--- src/rtl/m0_mem_arbiter_if.sv ---
// m0_mem_arbiter_if: fetch, data and memory bus signals shared by the arbiter and its environment
interface m0_mem_arbiter_if #(parameter int AW = 32);
  logic          if_req;
  logic [AW-1:0] if_addr;
  logic          if_gnt;
  logic          if_rvalid;
  logic [31:0]   if_rdata;
  logic          d_req;
  logic          d_we;
  logic [AW-1:0] d_addr;
  logic [31:0]   d_wdata;
  logic [3:0]    d_be;
  logic          d_gnt;
  logic          d_rvalid;
  logic [31:0]   d_rdata;
  logic          mem_req;
  logic          mem_we;
  logic [AW-1:0] mem_addr;
  logic [31:0]   mem_wdata;
  logic [3:0]    mem_be;
  logic          mem_ack;
  logic          mem_rvalid;
  logic [31:0]   mem_rdata;
  logic          bus_fault;
  modport master (
    input  if_req, if_addr, d_req, d_we, d_addr, d_wdata, d_be, mem_ack, mem_rvalid, mem_rdata,
    output if_gnt, if_rvalid, if_rdata, d_gnt, d_rvalid, d_rdata,
           mem_req, mem_we, mem_addr, mem_wdata, mem_be, bus_fault
  );
  modport slave (
    output if_req, if_addr, d_req, d_we, d_addr, d_wdata, d_be, mem_ack, mem_rvalid, mem_rdata,
    input  if_gnt, if_rvalid, if_rdata, d_gnt, d_rvalid, d_rdata,
           mem_req, mem_we, mem_addr, mem_wdata, mem_be, bus_fault
  );
endinterface

--- src/rtl/m0_mem_arbiter.sv ---
// m0_mem_arbiter: shares one single-port memory between the core fetch and data ports
module m0_mem_arbiter #(
  parameter int AW           = 32,
  parameter int STARVE_LIMIT = 4,
  parameter int TIMEOUT      = 255
) (
  input logic clk,
  input logic rst,
  m0_mem_arbiter_if.master bus
);
  localparam int SW = $clog2(STARVE_LIMIT + 1);
  localparam int TW = $clog2(TIMEOUT + 1);
  typedef enum logic [1:0] {IDLE, ISSUE, RESP} state_t;
  state_t        state;
  logic          own_d;
  logic [SW-1:0] streak;
  logic [TW-1:0] timer;
  logic          sel_d;
  logic [AW-1:0] sel_addr;
  always_comb begin
    sel_d    = bus.d_req && !(bus.if_req && streak == SW'(STARVE_LIMIT));
    sel_addr = sel_d ? bus.d_addr : bus.if_addr;
  end
  // grant is combinational so it coincides with the memory accepting the request
  assign bus.d_gnt  = state == ISSUE && bus.mem_ack && own_d;
  assign bus.if_gnt = state == ISSUE && bus.mem_ack && !own_d;
  always_ff @(posedge clk or posedge rst) begin
    if (rst) begin
      state         <= IDLE;
      own_d         <= 1'b0;
      streak        <= '0;
      timer         <= '0;
      bus.mem_req   <= 1'b0;
      bus.mem_we    <= 1'b0;
      bus.mem_addr  <= '0;
      bus.mem_wdata <= '0;
      bus.mem_be    <= '0;
      bus.if_rvalid <= 1'b0;
      bus.if_rdata  <= '0;
      bus.d_rvalid  <= 1'b0;
      bus.d_rdata   <= '0;
      bus.bus_fault <= 1'b0;
    end else begin
      bus.if_rvalid <= 1'b0;
      bus.d_rvalid  <= 1'b0;
      case (state)
        IDLE: if (bus.if_req || bus.d_req) begin
          own_d         <= sel_d;
          bus.mem_req   <= 1'b1;
          bus.mem_addr  <= sel_addr;
          bus.mem_we    <= sel_d && bus.d_we;
          bus.mem_wdata <= sel_d ? bus.d_wdata : '0;
          bus.mem_be    <= sel_d ? bus.d_be : 4'hf;
          // streak only grows while a fetch is actually being held off
          streak        <= (sel_d && bus.if_req) ? streak + SW'(streak != SW'(STARVE_LIMIT)) : '0;
          state         <= ISSUE;
        end
        ISSUE: if (bus.mem_ack) begin
          bus.mem_req <= 1'b0;
          timer       <= '0;
          state       <= RESP;
        end
        RESP: if (bus.mem_rvalid || timer == TW'(TIMEOUT - 1)) begin
          if (own_d) begin
            bus.d_rvalid <= 1'b1;
            bus.d_rdata  <= (bus.mem_rvalid && !bus.mem_we) ? bus.mem_rdata : '0;
          end else begin
            bus.if_rvalid <= 1'b1;
            bus.if_rdata  <= bus.mem_rvalid ? bus.mem_rdata : '0;
          end
          if (!bus.mem_rvalid) bus.bus_fault <= 1'b1;
          state <= IDLE;
        end else begin
          timer <= timer + 1'b1;
        end
        default: state <= IDLE;
      endcase
    end
  end
endmodule

--- src/flat_wrapper.sv ---
// flat-port wrapper written by rule: the top's interface ports become plain ports
module m0_mem_arbiter_flat 
#(
  parameter int AW           = 32,
  parameter int STARVE_LIMIT = 4,
  parameter int TIMEOUT      = 255
)
  (clk, rst, bus_if_req, bus_if_addr, bus_d_req, bus_d_we, bus_d_addr, bus_d_wdata, bus_d_be, bus_mem_ack, bus_mem_rvalid, bus_mem_rdata, bus_if_gnt, bus_if_rvalid, bus_if_rdata, bus_d_gnt, bus_d_rvalid, bus_d_rdata, bus_mem_req, bus_mem_we, bus_mem_addr, bus_mem_wdata, bus_mem_be, bus_bus_fault);
  m0_mem_arbiter_if #(.AW(AW)) bus_i ();
  input logic clk;
  input logic rst;
  input wire logic [$bits(bus_i.if_req)-1:0] bus_if_req;
  input wire logic [$bits(bus_i.if_addr)-1:0] bus_if_addr;
  input wire logic [$bits(bus_i.d_req)-1:0] bus_d_req;
  input wire logic [$bits(bus_i.d_we)-1:0] bus_d_we;
  input wire logic [$bits(bus_i.d_addr)-1:0] bus_d_addr;
  input wire logic [$bits(bus_i.d_wdata)-1:0] bus_d_wdata;
  input wire logic [$bits(bus_i.d_be)-1:0] bus_d_be;
  input wire logic [$bits(bus_i.mem_ack)-1:0] bus_mem_ack;
  input wire logic [$bits(bus_i.mem_rvalid)-1:0] bus_mem_rvalid;
  input wire logic [$bits(bus_i.mem_rdata)-1:0] bus_mem_rdata;
  output wire logic [$bits(bus_i.if_gnt)-1:0] bus_if_gnt;
  output wire logic [$bits(bus_i.if_rvalid)-1:0] bus_if_rvalid;
  output wire logic [$bits(bus_i.if_rdata)-1:0] bus_if_rdata;
  output wire logic [$bits(bus_i.d_gnt)-1:0] bus_d_gnt;
  output wire logic [$bits(bus_i.d_rvalid)-1:0] bus_d_rvalid;
  output wire logic [$bits(bus_i.d_rdata)-1:0] bus_d_rdata;
  output wire logic [$bits(bus_i.mem_req)-1:0] bus_mem_req;
  output wire logic [$bits(bus_i.mem_we)-1:0] bus_mem_we;
  output wire logic [$bits(bus_i.mem_addr)-1:0] bus_mem_addr;
  output wire logic [$bits(bus_i.mem_wdata)-1:0] bus_mem_wdata;
  output wire logic [$bits(bus_i.mem_be)-1:0] bus_mem_be;
  output wire logic [$bits(bus_i.bus_fault)-1:0] bus_bus_fault;
  assign bus_i.if_req = bus_if_req;
  assign bus_i.if_addr = bus_if_addr;
  assign bus_i.d_req = bus_d_req;
  assign bus_i.d_we = bus_d_we;
  assign bus_i.d_addr = bus_d_addr;
  assign bus_i.d_wdata = bus_d_wdata;
  assign bus_i.d_be = bus_d_be;
  assign bus_i.mem_ack = bus_mem_ack;
  assign bus_i.mem_rvalid = bus_mem_rvalid;
  assign bus_i.mem_rdata = bus_mem_rdata;
  assign bus_if_gnt = bus_i.if_gnt;
  assign bus_if_rvalid = bus_i.if_rvalid;
  assign bus_if_rdata = bus_i.if_rdata;
  assign bus_d_gnt = bus_i.d_gnt;
  assign bus_d_rvalid = bus_i.d_rvalid;
  assign bus_d_rdata = bus_i.d_rdata;
  assign bus_mem_req = bus_i.mem_req;
  assign bus_mem_we = bus_i.mem_we;
  assign bus_mem_addr = bus_i.mem_addr;
  assign bus_mem_wdata = bus_i.mem_wdata;
  assign bus_mem_be = bus_i.mem_be;
  assign bus_bus_fault = bus_i.bus_fault;
  m0_mem_arbiter #(.AW(AW), .STARVE_LIMIT(STARVE_LIMIT), .TIMEOUT(TIMEOUT)) u_core (.clk(clk), .rst(rst), .bus(bus_i));
endmodule
--- config.mk ---
export PLATFORM = sky130hd
export DESIGN_NAME = m0_mem_arbiter_flat
export DESIGN_NICKNAME = d
export VERILOG_FILES = /design/src/rtl/m0_mem_arbiter_if.sv /design/src/rtl/m0_mem_arbiter.sv /design/src/flat_wrapper.sv
export SDC_FILE = /design/constraint.sdc
export NUM_CORES = 1
export LEC_CHECK = 0
export BUFFER_PORTS_ARGS = -buffer_cell sky130_fd_sc_hd__buf_2
export CORE_MARGIN = 2
export CORE_UTILIZATION = 41
export DETAILED_ROUTE_END_ITERATION = 8
export GPL_TIMING_DRIVEN = 0
export PLACE_DENSITY = 0.72
export SLEW_MARGIN = 20
export SYNTH_ARGS = -nofsm -noshare
export SYNTH_HDL_FRONTEND = slang
export SYNTH_SLANG_ARGS = --single-unit
--- constraint.sdc ---
create_clock -name clk -period 10.5 [get_ports clk]
set_input_delay 0.525 -clock clk [delete_from_list [all_inputs] [get_ports clk]]
set_output_delay 0.525 -clock clk [all_outputs]
set_load 0.1 [all_outputs]
==> summary.txt <==
Run status
  • Outcome: complete, no violations

Routing
  • Avg WL per Cell: 18.26 um
  • DRC violations left: 0
  • Via density: 5.589
  • Drt first-iter violations: 389
  • Drt total wl: 22590 um
  • Via count: 6914
  • TritonRoute pass-1 iters: 5
  • Routed Antenna Nets: 0

Synth
  • Avg Cell Area, Syn: 10.49 um2
  • Top area cells in the synthesized netlist: dfrtp_1 (51%), nand4_1 (5.9%), and4_1 (4.2%)
  • Synth cell count leaders: dfrtp_1 (151), nand4_1 (69), inv_1 (68)
  • Cell Area, Synth: about 7400 um2
  • Synth Net Count: 844
  • Top-count cell post-synth: dfrtp_1
  • Seq/Total Area, Yosys: 51.38%
  • EDFF count, synth: 0
  • Post-synth ARST share: 100.0%
  • Dominant synthesized flop cell: dfrtp_1
  • Area leader, netlist: dfrtp_1
  • Share of the synthesized area in the top cell type: around half
  • FF+latch count, synth: 151
  • Post-synthesis cell type count: 44
  • Yosys warning count: 0
  • Mapped Cells: 701

Clock tree
  • CTS Root Buffer Type: clkbuf_16
  • Worst-Skew Late Latency: 0.42 ns
  • Total CTS buffers: 17
  • Bufs on Longest Clock Path: 2
  • Post_cts resized: 0
  • Setup Fix Bufs, Post-CTS: 0
  • CTS Sinks: 151
  • H-tree Lvls: 4
  • CTS Hold Buffers Added: 0
  • CTS tree: built
  • Clock Pin Slew Worst Setup and Hold Paths: approximately 0.06 ns

Floorplanning
  • Starting Density: between 40% and 50%
  • Die W: 137.9 um
  • Die area: 19020 um2
  • I/O Pins: 278
  • Cell Rows: 48
  • Core area: 17420 um2
  • Die Y: 137.9 um

Layout
  • Register area: 3779 um2
  • Fill cells: around 1600
  • Fin nets: 1141
  • Area Overhead vs Synth: 30.69%
  • Multi-input logic area: ~3000 um2
  • Share of layout cells above drive strength 1: 34.65%

STA
  • Setup TNS: 0 ns
  • RSZ-0062 raised after global routing: no
  • Slew headroom: 55.72%
  • Final hold violation count: 0
  • Crit path time final: 2.418 ns
  • Final setup vio count: 0
  • FMAX: 413.5 MHz
  • Crit share post-route: 23.03%
  • Clock Skews: 0.008430 ns
  • Worst-Margin Slew: 0.6642 ns
  • Slew Limit Fails: 0

Setup path
  • Setup crit start kind: flip-flop
  • Critical path capture point type: output port
  • Max Fanout on Critical Path: 9
  • Crit Path Class: reg2out
  • Worst-case reg-to-reg path depth: 5
  • Critical Path RT: approximately 10 ns
  • Crit path DAT: 1.89 ns

Job
  • Number of max-cap violations: 0

Place
  • DP HPWL: about 16000 um
  • Placer Congestion: 0.8340
  • Count of input and output buffers: 277

Global route
  • Largest net degree at the start of global routing: 94
  • Total track usage: 23.59%
  • Grt total ovfl: 0
  • Initial antenna violation count: 4
  • First-pass GRT wire length: 35000 um
  • Number of global-route vias before repair: 6715

Worst hold path
  • Hold crit path type: in2async
sequential cells by signal, summed over array words and instances, names as in the netlist, 2 cells and up:
signal,cells
u_core.bus.if_rdata,32
u_core.timer,8
u_core.bus.mem_addr,32
u_core.bus.mem_wdata,32
u_core.state,2
u_core.bus.d_rdata,32
u_core.streak,3
u_core.bus.mem_be,4
stage by stage:
| step | cells | setup slack, ns | area [um2] | hold WS [ns] | util, % |
|---|---|---|---|---|---|
| CTS | 1235 | 8.049 | 9607 | 0.2308 | 55.16 |
| floorplan | 701 | 5.910 | 7355 | 0.4601 | - |
| finish | 1237 | 8.082 | 9612 | 0.2028 | 55.19 |
| global route | 1236 | 7.951 | 9609 | 0.2585 | 55.17 |
| detailed placement | 1204 | 8.461 | 9057 | 0.4763 | 52.00 |
| global placement | 1203 | 3.977 | 9022 | 0.4653 | 51.80 |
worst paths after layout:
check | startpoint | to | slack (ns)
max | u_core.state[1] | bus_d_gnt | 8.08
min reg2reg | u_core.bus.mem_req | u_core.bus.mem_req | 0.49
min | rst | u_core.bus.mem_addr[22] | 0.20
max reg2reg | u_core.state[1] | u_core.own_d | 8.49
max in group asynchronous | rst | u_core.bus.mem_wdata[2] | 9.56
min in group clk | bus_mem_ack | u_core.state[0] | 0.33
cells by family after synthesis:
group                    Yosys count  synth area share, %
AND/OR/NAND/NOR                  180                16.28
adder cells (fa/ha/maj)            4               0.6805
buffers and inverters            143                8.455
multiplexers                       6               0.8336
flip-flops                       151                51.38
AO/OA/AOI/OAI                    217                22.37
layout make-up:
| cell class | count | share of cell area [%] |
|---|---|---|
| clock buffer | 19 | 4.608 |
| inverter | 69 | 2.773 |
| antenna | 2 | 0.05207 |
| sequential | 151 | 39.31 |
| tap | 225 | 2.929 |
| timing repair buffer | 278 | 14.71 |
| buffer | 74 | 3.775 |
| clock inverter | 12 | 1.106 |
| multi-input combinational | 407 | 30.73 |
worst max-delay path, stage by stage, from the launching register on:
cell and delay, ns:
dfrtp_1 0.46, nand2b_1 0.19, nor2_1 0.22, and2_1 0.18, buf_2 0.42
metal layers:
metal | track usage, % | vias up | wire length (um)
li1 | - | 3235 | -
met1 | 29.49 | 3323 | 9248
met2 | 38.97 | 319 | 10830
met3 | 7.420 | 33 | 2108
met4 | 7.483 | 4 | 376
met5 | 0 | - | 27
cell usage in the layout (no fill, tap or decap), drive strengths merged, types with 32 or more instances in the layout:
master   Yosys  layout
buf         35     313
dfrtp      151     151
nand4       69      69
inv         69      69
clkbuf      39      58
and4        35      35
nor2b       35      35
o21ai       35      35
o211ai      33      33
a22o        32      32
a21o        32      32
a211o       32      32
o2111ai     32      32
Power is not shown: default switching activity piles up to over one toggle a cycle in this logic, so the estimate is an artifact.
